## src/rtl/core_ctrl_pkg.sv

```systemverilog
// Shared definitions for the core control sequencer: state encoding, fault
// causes and the registered control-output decode.
package core_ctrl_pkg;

  typedef enum logic [3:0] {
    ST_IDLE       = 4'd0,
    ST_FETCH_REQ  = 4'd1,
    ST_FETCH_RECV = 4'd2,
    ST_DECODE     = 4'd3,
    ST_SETUP      = 4'd4,
    ST_EXECUTE    = 4'd5,
    ST_MEM_READ   = 4'd6,
    ST_MEM_WRITE  = 4'd7,
    ST_WRITEBACK  = 4'd8,
    ST_FAULT      = 4'd9
  } state_e;

  localparam logic [1:0] CAUSE_NONE     = 2'b00;
  localparam logic [1:0] CAUSE_IMEM     = 2'b01;
  localparam logic [1:0] CAUSE_DMEM     = 2'b10;
  localparam logic [1:0] CAUSE_CONFLICT = 2'b11;

  typedef struct packed {
    logic fetch_req;
    logic fetch_recv;
    logic decode;
    logic setup;
    logic execute;
    logic mem_read;
    logic mem_write;
    logic writeback;
    logic imem_req;
    logic dmem_req;
    logic dmem_write;
    logic busy;
    logic fault;
  } ctrl_out_t;

  // Everything the sequencer drives is a pure function of the state it is in.
  function automatic ctrl_out_t ctrl_decode(state_e s);
    ctrl_out_t o;
    o = '0;
    o.busy = (s != ST_IDLE) && (s != ST_FAULT);
    case (s)
      ST_FETCH_REQ:  begin o.fetch_req = 1'b1; o.imem_req = 1'b1; end
      ST_FETCH_RECV: o.fetch_recv = 1'b1;
      ST_DECODE:     o.decode = 1'b1;
      ST_SETUP:      o.setup = 1'b1;
      ST_EXECUTE:    o.execute = 1'b1;
      ST_MEM_READ:   begin o.mem_read = 1'b1; o.dmem_req = 1'b1; end
      ST_MEM_WRITE:  begin o.mem_write = 1'b1; o.dmem_req = 1'b1; o.dmem_write = 1'b1; end
      ST_WRITEBACK:  o.writeback = 1'b1;
      ST_FAULT:      o.fault = 1'b1;
      default:       o.busy = 1'b0;
    endcase
    return o;
  endfunction

endpackage

```

## src/rtl/core_state_sequencer_if.sv

```systemverilog
// Instruction/data memory handshake between the sequencer (master) and memory (slave).
// imem_req is a 1-cycle pulse answered later by a 1-cycle imem_ack; dmem_req (with
// dmem_write) is held until the cycle dmem_ack is seen, which completes the access.
interface core_state_sequencer_if;
  logic imem_req;
  logic imem_ack;
  logic dmem_req;
  logic dmem_write;
  logic dmem_ack;

  modport master (output imem_req, output dmem_req, output dmem_write,
                  input imem_ack, input dmem_ack);
  modport slave  (input imem_req, input dmem_req, input dmem_write,
                  output imem_ack, output dmem_ack);
endinterface

```

## src/rtl/mem_ack_watchdog.sv

```systemverilog
// Wait-cycle counter for memory acks; flags expiry on the TIMEOUT_CYCLES-th
// cycle of an unanswered wait. TIMEOUT_CYCLES=0 never expires.
module mem_ack_watchdog #(
  parameter int TIMEOUT_CYCLES = 255
) (
  input  logic clk,
  input  logic reset,
  input  logic clear,
  input  logic count_en,
  input  logic ack,
  output logic expired
);
  localparam int CW     = (TIMEOUT_CYCLES < 2) ? 1 : $clog2(TIMEOUT_CYCLES);
  localparam int LAST_I = (TIMEOUT_CYCLES > 0) ? TIMEOUT_CYCLES - 1 : 0;
  localparam logic [CW-1:0] LAST = CW'(LAST_I);

  logic [CW-1:0] cnt_q, cnt_d;

  always_comb begin
    cnt_d = cnt_q;
    if (clear) begin
      cnt_d = '0;
    end else if (count_en && !ack && (cnt_q != LAST)) begin
      cnt_d = cnt_q + CW'(1);
    end
  end

  always_ff @(posedge clk) begin
    if (reset) cnt_q <= '0;
    else       cnt_q <= cnt_d;
  end

  // An ack arriving in the expiry cycle still completes the access.
  assign expired = (TIMEOUT_CYCLES != 0) && count_en && !ack && (cnt_q == LAST);

endmodule

```

## src/rtl/core_state_sequencer.sv

```systemverilog
// Main control FSM of the multi-cycle core: walks each instruction through its
// phases, drives registered one-hot phase strobes and the memory handshakes.
module core_state_sequencer
  import core_ctrl_pkg::*;
#(
  parameter int TIMEOUT_CYCLES = 255,
  parameter int INSTRET_WIDTH  = 32
) (
  input  logic                     clk,
  input  logic                     reset,
  input  logic                     run,
  input  logic                     load,
  input  logic                     store,
  core_state_sequencer_if.master   mem,
  output logic                     fetch_RequestState,
  output logic                     fetch_ReceiveState,
  output logic                     decodeState,
  output logic                     setupState,
  output logic                     executeState,
  output logic                     memReadState,
  output logic                     memWriteState,
  output logic                     writebackState,
  output logic                     busy,
  output logic                     fault,
  output logic [1:0]               fault_cause,
  output logic [INSTRET_WIDTH-1:0] instret,
  output state_e                   dbg_state
);

  state_e                   state_q, state_d;
  ctrl_out_t                ctrl_q;
  logic [1:0]               cause_q, cause_d;
  logic [INSTRET_WIDTH-1:0] instret_q, instret_d;

  logic wait_imem, wait_dmem, wd_clear, wd_count, wd_ack, wd_expired;

  assign wait_imem = (state_q == ST_FETCH_RECV);
  assign wait_dmem = (state_q == ST_MEM_READ) || (state_q == ST_MEM_WRITE);
  assign wd_count  = wait_imem || wait_dmem;
  assign wd_ack    = (wait_imem && mem.imem_ack) || (wait_dmem && mem.dmem_ack);
  // Clear in the cycle before each wait state so the first wait cycle sees zero.
  assign wd_clear  = (state_q == ST_FETCH_REQ) || ((state_q == ST_EXECUTE) && (load ^ store));

  mem_ack_watchdog #(
    .TIMEOUT_CYCLES (TIMEOUT_CYCLES)
  ) u_watchdog (
    .clk      (clk),
    .reset    (reset),
    .clear    (wd_clear),
    .count_en (wd_count),
    .ack      (wd_ack),
    .expired  (wd_expired)
  );

  always_comb begin
    state_d   = state_q;
    cause_d   = cause_q;
    instret_d = instret_q;
    case (state_q)
      ST_IDLE:       if (run) state_d = ST_FETCH_REQ;
      ST_FETCH_REQ:  state_d = ST_FETCH_RECV;
      ST_FETCH_RECV: begin
        if (mem.imem_ack) begin
          state_d = ST_DECODE;
        end else if (wd_expired) begin
          state_d = ST_FAULT;
          cause_d = CAUSE_IMEM;
        end
      end
      ST_DECODE:     state_d = ST_SETUP;
      ST_SETUP:      state_d = ST_EXECUTE;
      ST_EXECUTE: begin
        if (load && store) begin
          state_d = ST_FAULT;
          cause_d = CAUSE_CONFLICT;
        end else if (load) begin
          state_d = ST_MEM_READ;
        end else if (store) begin
          state_d = ST_MEM_WRITE;
        end else begin
          state_d = ST_WRITEBACK;
        end
      end
      ST_MEM_READ, ST_MEM_WRITE: begin
        if (mem.dmem_ack) begin
          state_d = ST_WRITEBACK;
        end else if (wd_expired) begin
          state_d = ST_FAULT;
          cause_d = CAUSE_DMEM;
        end
      end
      ST_WRITEBACK: begin
        instret_d = instret_q + INSTRET_WIDTH'(1);
        state_d   = run ? ST_FETCH_REQ : ST_IDLE;
      end
      ST_FAULT:      state_d = ST_FAULT;
      default:       state_d = ST_IDLE;
    endcase
  end

  always_ff @(posedge clk) begin
    if (reset) begin
      state_q   <= ST_IDLE;
      ctrl_q    <= '0;
      cause_q   <= CAUSE_NONE;
      instret_q <= '0;
    end else begin
      state_q   <= state_d;
      ctrl_q    <= ctrl_decode(state_d);
      cause_q   <= cause_d;
      instret_q <= instret_d;
    end
  end

  assign fetch_RequestState = ctrl_q.fetch_req;
  assign fetch_ReceiveState = ctrl_q.fetch_recv;
  assign decodeState        = ctrl_q.decode;
  assign setupState         = ctrl_q.setup;
  assign executeState       = ctrl_q.execute;
  assign memReadState       = ctrl_q.mem_read;
  assign memWriteState      = ctrl_q.mem_write;
  assign writebackState     = ctrl_q.writeback;
  assign mem.imem_req       = ctrl_q.imem_req;
  assign mem.dmem_req       = ctrl_q.dmem_req;
  assign mem.dmem_write     = ctrl_q.dmem_write;
  assign busy               = ctrl_q.busy;
  assign fault              = ctrl_q.fault;
  assign fault_cause        = cause_q;
  assign instret            = instret_q;
  assign dbg_state          = state_q;

endmodule
```

## src/flat_wrapper.sv

```systemverilog
// flat-port wrapper written by rule: the top's interface ports become plain ports
module core_state_sequencer_flat import core_ctrl_pkg::*;
#(
  parameter int TIMEOUT_CYCLES = 255,
  parameter int INSTRET_WIDTH  = 32
)
  (clk, reset, run, load, store, fetch_RequestState, fetch_ReceiveState, decodeState, setupState, executeState, memReadState, memWriteState, writebackState, busy, fault, fault_cause, instret, dbg_state, mem_imem_req, mem_dmem_req, mem_dmem_write, mem_imem_ack, mem_dmem_ack);
  core_state_sequencer_if mem_i ();
  input  logic clk;
  input  logic reset;
  input  logic run;
  input  logic load;
  input  logic store;
  output logic fetch_RequestState;
  output logic fetch_ReceiveState;
  output logic decodeState;
  output logic setupState;
  output logic executeState;
  output logic memReadState;
  output logic memWriteState;
  output logic writebackState;
  output logic busy;
  output logic fault;
  output logic [1:0] fault_cause;
  output logic [INSTRET_WIDTH-1:0] instret;
  output state_e dbg_state;
  output wire logic [$bits(mem_i.imem_req)-1:0] mem_imem_req;
  output wire logic [$bits(mem_i.dmem_req)-1:0] mem_dmem_req;
  output wire logic [$bits(mem_i.dmem_write)-1:0] mem_dmem_write;
  input wire logic [$bits(mem_i.imem_ack)-1:0] mem_imem_ack;
  input wire logic [$bits(mem_i.dmem_ack)-1:0] mem_dmem_ack;
  assign mem_imem_req = mem_i.imem_req;
  assign mem_dmem_req = mem_i.dmem_req;
  assign mem_dmem_write = mem_i.dmem_write;
  assign mem_i.imem_ack = mem_imem_ack;
  assign mem_i.dmem_ack = mem_dmem_ack;
  core_state_sequencer #(.TIMEOUT_CYCLES(TIMEOUT_CYCLES), .INSTRET_WIDTH(INSTRET_WIDTH)) u_core (.clk(clk), .reset(reset), .run(run), .load(load), .store(store), .mem(mem_i), .fetch_RequestState(fetch_RequestState), .fetch_ReceiveState(fetch_ReceiveState), .decodeState(decodeState), .setupState(setupState), .executeState(executeState), .memReadState(memReadState), .memWriteState(memWriteState), .writebackState(writebackState), .busy(busy), .fault(fault), .fault_cause(fault_cause), .instret(instret), .dbg_state(dbg_state));
endmodule
```

## config.mk

```make
export PLATFORM = sky130hd
export DESIGN_NAME = core_state_sequencer_flat
export DESIGN_NICKNAME = d
export VERILOG_FILES = /design/src/rtl/core_ctrl_pkg.sv /design/src/rtl/core_state_sequencer_if.sv /design/src/rtl/mem_ack_watchdog.sv /design/src/rtl/core_state_sequencer.sv /design/src/flat_wrapper.sv
export SDC_FILE = /design/constraint.sdc
export NUM_CORES = 1
export LEC_CHECK = 0
export ABC_AREA = 1
export BUFFER_PORTS_ARGS = -buffer_cell sky130_fd_sc_hd__buf_2
export CAP_MARGIN = 20
export CORE_AREA = 2 2 105 107
export DETAILED_ROUTE_END_ITERATION = 16
export DIE_AREA = 0 0 107 109
export SETUP_SLACK_MARGIN = 0.4
export SLEW_MARGIN = 20
export SYNTH_ARGS = -nofsm -noshare
export SYNTH_HDL_FRONTEND = slang
export SYNTH_SLANG_ARGS = --single-unit
```

## constraint.sdc

```tcl
create_clock -name clk -period 1.6 [get_ports clk]
set_clock_uncertainty 0.2 [all_clocks]
set_input_delay 0.08 -clock clk [delete_from_list [all_inputs] [get_ports clk]]
set_output_delay 0.08 -clock clk [all_outputs]
set_load 0.01 [all_outputs]
```

# Word level (Yosys, flattened, before mapping)
# Cells that the tools add are included.
[word_totals] regBits=57 in_bits=7 output_inout_bits=51 elab_cells=92
[op_classes] n_addsub=2 n_eq_ne=26 mux=25 bitwise_logic=2 n_reduce_logical=22
[op_table] op="case mux 4 bit (9 select lines)" count=1
[op_table] op="adder 32 x 1 -> 32 bit, second input constant" count=1
[op_table] op="== test 4 x 3 -> 1 bit, second input constant" count=8
[op_table] op="2-to-1 mux 4 bit" count=7
[op_table] op="== test 4 x 2 -> 1 bit, second input constant" count=4
[op_table] op="== test 4 bit, second input constant" count=4
[op_table] op="2-to-1 mux 1 bit" count=11
[op_table] op="2-to-1 mux 2 bit" count=5
[op_table] op="!= test 2 bit, second input constant" count=5
[op_table] op="OR reduction 9 bit" count=1
[op_table] op="adder 8 x 1 -> 8 bit, second input constant" count=1
[op_table] op="== test 4 x 1 -> 1 bit, second input constant" count=2
[op_table] op="== test 8 bit, second input constant" count=1
[op_table] op="logical AND 1 bit" count=8
[op_table] op="!= test 8 bit, second input constant" count=1
[op_table] op="OR reduction 2 bit" count=4
[op_table] op="case mux 2 bit (3 select lines)" count=1
[op_table] op="AND reduction 6 bit" count=1
[op_table] op="zero test 4 bit" count=1
[op_table] op="logical OR 1 bit" count=4
[op_table] op="!= test 4 bit, second input constant" count=1
[op_table] op="nonzero test 4 bit" count=1
[op_table] op="nonzero test 3 bit" count=1
[op_table] op="zero test 1 bit" count=1
[op_table] op="2 further kinds" count=2

# Longest topological paths before layout
[depth] depth_word=14 depth_mapped=13 depth_no_buf=13

# Cells and area by module
# Synthesis repeated with hierarchy kept, for this count alone.
[hier_totals] cells_unflattened=504 hier_area_um2=3236.9
[modules_own_cells] mod="core_state_sequencer" n_inst=1 cells_each=428 area_per_inst_um2=2727.6 seq_area_each_um2=980.9
[modules_own_cells] mod="mem_ack_watchdog" n_inst=1 cells_each=76 area_per_inst_um2=509.2 seq_area_each_um2=160.2

# Least setup slack after synthesis
# OpenSTA, ideal clock, no wires.
[synth_path] path_type="register to register" from="reg u_core.instret_q[0], in the netlist u_core.instret[0]" to="reg u_core.instret_q[24], in the netlist u_core.instret[24]" setup_time_ns=0.128 t_arrival_ns=1.387 required_time_ns=1.272 setup_slack_ns=-0.114 stages_incl_launch_ff=9 path_buffers=0 synth_period_minus_slack_ns=1.714 path_cell_list="dfxtp_1 -> ha_1 -> nand3_1 -> nor2_1 -> nand3_2 -> nor2_4 -> nand4_1 -> nand2_1 -> nor2_1"
[synth_via] elab_chain_len=1
[synth_rtl] element="start: declaration" line_no="core_state_sequencer.sv:33" source="logic [INSTRET_WIDTH-1:0] instret_q, instret_d;"
[synth_rtl] element="start signal: assignment" line_no="core_state_sequencer.sv:111" source="instret_q <= instret_d;"
[synth_rtl] element="adder 32 x 1 -> 32 bit" line_no="core_state_sequencer.sv:93" source="instret_d = instret_q + INSTRET_WIDTH'(1);"
# Every way passes these cells.
# A chain may end at the register's enable or synchronous reset.

# Worst setup path after layout
[layout_path] from="reg u_core.state_q[2], in the netlist u_core.dbg_state[2]" to="reg u_core.instret_q[11], in the netlist u_core.instret[11]"
[layout_via] elab_chain_len=1
[layout_rtl] element="start: declaration" line_no="core_state_sequencer.sv:30" source="state_e state_q, state_d;"
[layout_rtl] element="start signal: assignment" line_no="core_state_sequencer.sv:108" source="state_q <= state_d;"
[layout_rtl] element="== test 4 bit" line_no="core_state_sequencer.sv:59" source="case (state_q)"
# Every way passes these cells.

==> results by group <==
Clock network
  – Clock Sinks: 57
  – Worst-path clk slew: 0.07 ns
  – H-tree levels: 3
  – Total CTS buffers: 9
  – Maximum root-to-sink buffer count: 2
  – Clock latency on the worst-skew pair: 0.35 ns
  – CTS tree: yes
  – CTS root buf: clkbuf_8

Critical path
  – CP dominant cell by count: nor2_4
  – Crit path largest cell delay: 0.38 ns
  – CP bufs+invs: 0
  – Crit path capture type: register
  – Crit-path max FO: 6
  – Critical path's slowest cell: dfxtp_4
  – R2R cell count: 8
  – CP top delay family: simple AND/OR/NAND/NOR gates
  – R2R Path Start: u_core.dbg_state[2]$_SDFF_PP0_
  – CP Class: reg -> reg
  – Worst R2R End: u_core.instret[11]$_SDFFE_PP0N_
  – CP required: around 1.7 ns
  – Crit path arrival time: 1.75 ns
  – FF-to-FF setup slack: -0.11 ns
  – Critical path cell sequence: nor2_4 > nand2_8 > nor2_4 > nand2_4 > nor2_4 > nand2_2 > xor2_1 > nor2_1
  – CP startpoint kind: register

Finish
  – Util after Layout: 0.5358
  – Area delta synth->final: 82.11%
  – # diodes: 0
  – Final Instance Area: between 5000 and 6000 sq um
  – Post-route insts no fill: 769
  – Share of layout cells above drive strength 1: 0.6248
  – NumNets Final: 636
  – Fillers: 927

Worst hold path
  – Hold Path Depth: 3
  – WHS Endpoint: u_core.fetch_RequestState$_SDFF_PP0_
  – Critical hold path startpoint: run
  – Hold Path Class: in -> reg

Power and ir drop
  – Pwr per Cell Area: 603.9 nW/um^2
  – Static Leakage: roughly 2.6 nW
  – Peak VDD IR: 0.0003065 V

Floorplan
  – Die Footprint: 11660 sq um
  – # IOs: 58
  – Core area: 10600 sq um
  – Die height: 109 microns
  – # rows: 38
  – Starting density of the core: 0.2942
  – Die Span X: 107 microns

Timing
  – Peak Freq: 0.5864 GHz
  – Worst Slack Setup Final: -0.1055 ns
  – Measured slew at the worst slew-check pin: 0.2952 ns
  – Final setup violation count: 17
  – Worst hold margin: -0.2132 ns
  – Slew headroom: 0.8025
  – Min Tclk post-route: about 1.7 ns
  – Final hold violation count: 22
  – Tcrit/Tclk final: 1.066
  – RSZ-0062 raised after global routing: true
  – Fin. max-slew vios: 0

Job
  – Max-Cap Viols: 0

Placement
  – Hpwl dp: slightly below 7000 microns
  – GP Congestion: 0.9226
  – Placed Area: 4124 sq um
  – Post-placement cell count: 709
  – Port bufs: 57

Routing
  – Initial DRC Count: 152
  – Drt first pass iters: 4
  – Final WL: 10780 microns
  – Average wire per standard cell: 14.01 microns
  – Detail Route Antenna Nets: 0
  – Vias/cell: 4.731
  – Drt drc: 0
  – Via count: 3638

Global routing
  – Initial antenna violation count: 0
  – Gr usage total: 0.1737
  – Vias in the first global route: ~3.4k
  – Pin count of the biggest net entering global routing: 31
  – First-pass GRT wire length: 16020 microns
  – Grt total ovfl: 0

Synth
  – Simple-Gate Fraction of Synth Area: 0.4256
  – Avg Synthesized Cell Area: 6.553 sq um
  – XOR/XNOR share of the synthesized area: 0.03089
  – Yosys warns: 0
  – Number of synthesized flops with an enable pin: 0
  – Syn_nets: 488
  – Mux share of post-synthesis cell area: 0
  – Synth Flop Type: dfxtp_1
  – Synthesis-stage register bit count: 57
  – FFs w/ async S/R, synth: 0
  – Largest family of logic cells by synthesized area: simple AND/OR/NAND/NOR gates
  – Sequential element share of the synthesized area: 0.3658
  – Gate Count Post-Synth: 476
  – Post-synthesis cell type count: 33
  – Synth Cell Area: approximately 3100 sq um
  – Compound-Gate Fraction of Synth Area: 0.08303
  – Adder-Cell Fraction of Synth Area: 0.02006

Run status
  – Failing checks: negative hold slack, negative setup slack
  – Outcome: finished, violations left
## area by class of cell
class	count	area [sq um]	area share
clock buffers	13	191.4	0.03370
multi-input cells	362	2570	0.4524
clock inverters	3	18.77	0.003304
inverters	47	214.0	0.03767
well taps	140	175.2	0.03084
flip-flops and latches	57	1255	0.2209
repair buffers	147	1256	0.2211
## placed cells by master (no fill, tap or decap), types with 4 or more instances in the layout
| cell type | count |
|---|---|
| nand2_1 | 74 |
| buf_6 | 54 |
| nand2_2 | 50 |
| buf_4 | 49 |
| buf_2 | 38 |
| nor2_1 | 36 |
| nor2_4 | 35 |
| inv_1 | 29 |
| nand2_4 | 28 |
| dfxtp_4 | 27 |
| nor2_2 | 22 |
| dfxtp_1 | 20 |
| a21oi_2 | 17 |
| nand3_1 | 13 |
| a21oi_1 | 13 |
| inv_2 | 11 |
| o21ai_1 | 11 |
| nand3_2 | 10 |
| clkbuf_8 | 10 |
| dfxtp_2 | 10 |
| nand3b_1 | 9 |
| nand4_1 | 8 |
| xor2_1 | 7 |
| nand3_4 | 4 |
## sequential cells by signal, indices dropped and copies added (netlist names)
| register | count |
|---|---|
| u_core.u_watchdog.cnt_q | 8 |
| u_core.executeState | 1 |
| u_core.fault_cause | 2 |
| u_core.decodeState | 1 |
| u_core.dbg_state | 4 |
| u_core.fault | 1 |
| u_core.memReadState | 1 |
| u_core.mem.dmem_req | 1 |
| u_core.setupState | 1 |
| u_core.instret | 32 |
| u_core.writebackState | 1 |
| u_core.fetch_ReceiveState | 1 |
| u_core.memWriteState | 1 |
| u_core.fetch_RequestState | 1 |
| u_core.busy | 1 |
## Yosys cell counts, types with 2 or more instances
master | count | area [sq um]
nand2_1 | 146 | 548.0
clkbuf_1 | 5 | 18.77
nor2_4 | 5 | 56.30
inv_2 | 5 | 18.77
ha_1 | 5 | 62.56
inv_1 | 41 | 153.9
nand3_2 | 2 | 20.02
xor2_1 | 9 | 78.83
xnor2_1 | 2 | 17.52
nor3_1 | 3 | 15.01
a21oi_1 | 30 | 150.1
nand3_1 | 25 | 125.1
dfxtp_1 | 57 | 1141
o21ai_0 | 14 | 70.07
nor2_1 | 83 | 311.6
nand4_1 | 8 | 50.05
buf_2 | 2 | 10.01
buf_4 | 2 | 15.01
nand3b_1 | 9 | 67.56
nand2_2 | 6 | 37.54
nor2_2 | 5 | 31.28
## how the worst max path moves through the flow
stage                                            start                         endpoint  slack [ns]  depth (start not counted)
2_1_floorplan           u_core.dbg_state[1]$_SDFF_PP0_   u_core.instret[8]$_SDFFE_PP0N_        0.04                          9
3_3_place_gp            u_core.dbg_state[0]$_SDFF_PP0_  u_core.instret[30]$_SDFFE_PP0N_       -0.07                         10
3_5_place_dp            u_core.dbg_state[0]$_SDFF_PP0_  u_core.instret[30]$_SDFFE_PP0N_       -0.10                         10
4_1_cts        u_core.u_watchdog.cnt_q[0]$_SDFFE_PP0P_           u_core.busy$_SDFF_PP0_       -0.03                         13
5_1_grt                 u_core.dbg_state[2]$_SDFF_PP0_  u_core.instret[11]$_SDFFE_PP0N_       -0.17                          8
6_report                u_core.dbg_state[2]$_SDFF_PP0_  u_core.instret[11]$_SDFFE_PP0N_       -0.11                          8
## routing by layer
layer / global-route usage / wire length [microns]
met1: 0.2271 / 4805
met5: 0 / 0
met4: 0.08998 / 307
met3: 0.02989 / 327
met2: 0.2753 / 5335
## power breakdown
part	internal (mW)	switching, mW
clock	0.791	0.614
combinational	0.247	0.340
sequential	1.41	0.0260
total	2.45	0.979
## cells by family after synthesis
group | Yosys count
compound gates | 49
xor+xnor | 11
fa+ha+maj | 5
buf+inv | 57
flops | 57
simple gates | 297
## worst reg2reg max path, delay by kind of cell (launching register included)
family / cells / cell delay, ns
flip-flops: 1 / 0.38
XOR/XNOR: 1 / 0.19
AND/OR/NAND/NOR: 7 / 0.82
## through the flow
stage	worst slack, ns	TNS, ns	hold slack, ns	total power, mW
finish	-0.1055	-0.8733	-0.2132	3.431
detailed placement	-0.1004	-0.4154	0.1654	1.863
CTS	-0.02918	-0.1111	-0.2329	3.351
global route	-0.1743	-3.123	-0.2133	3.570
floorplan	0.03679	0	0.03461	1.699
global placement	-0.07320	-0.1085	0.1785	1.859
## what timing repair did
action                                  in CTS  in global routing
setup buffers                               21                 20
endpoints found under the hold margin        8                  4
gates cloned                                 0                  0
pin swaps                                   39                 82
resized for setup                          103                174
endpoints found under the setup margin      68                 74
hold buffers                                 1                  2
Power figures use the tool's default switching activity.
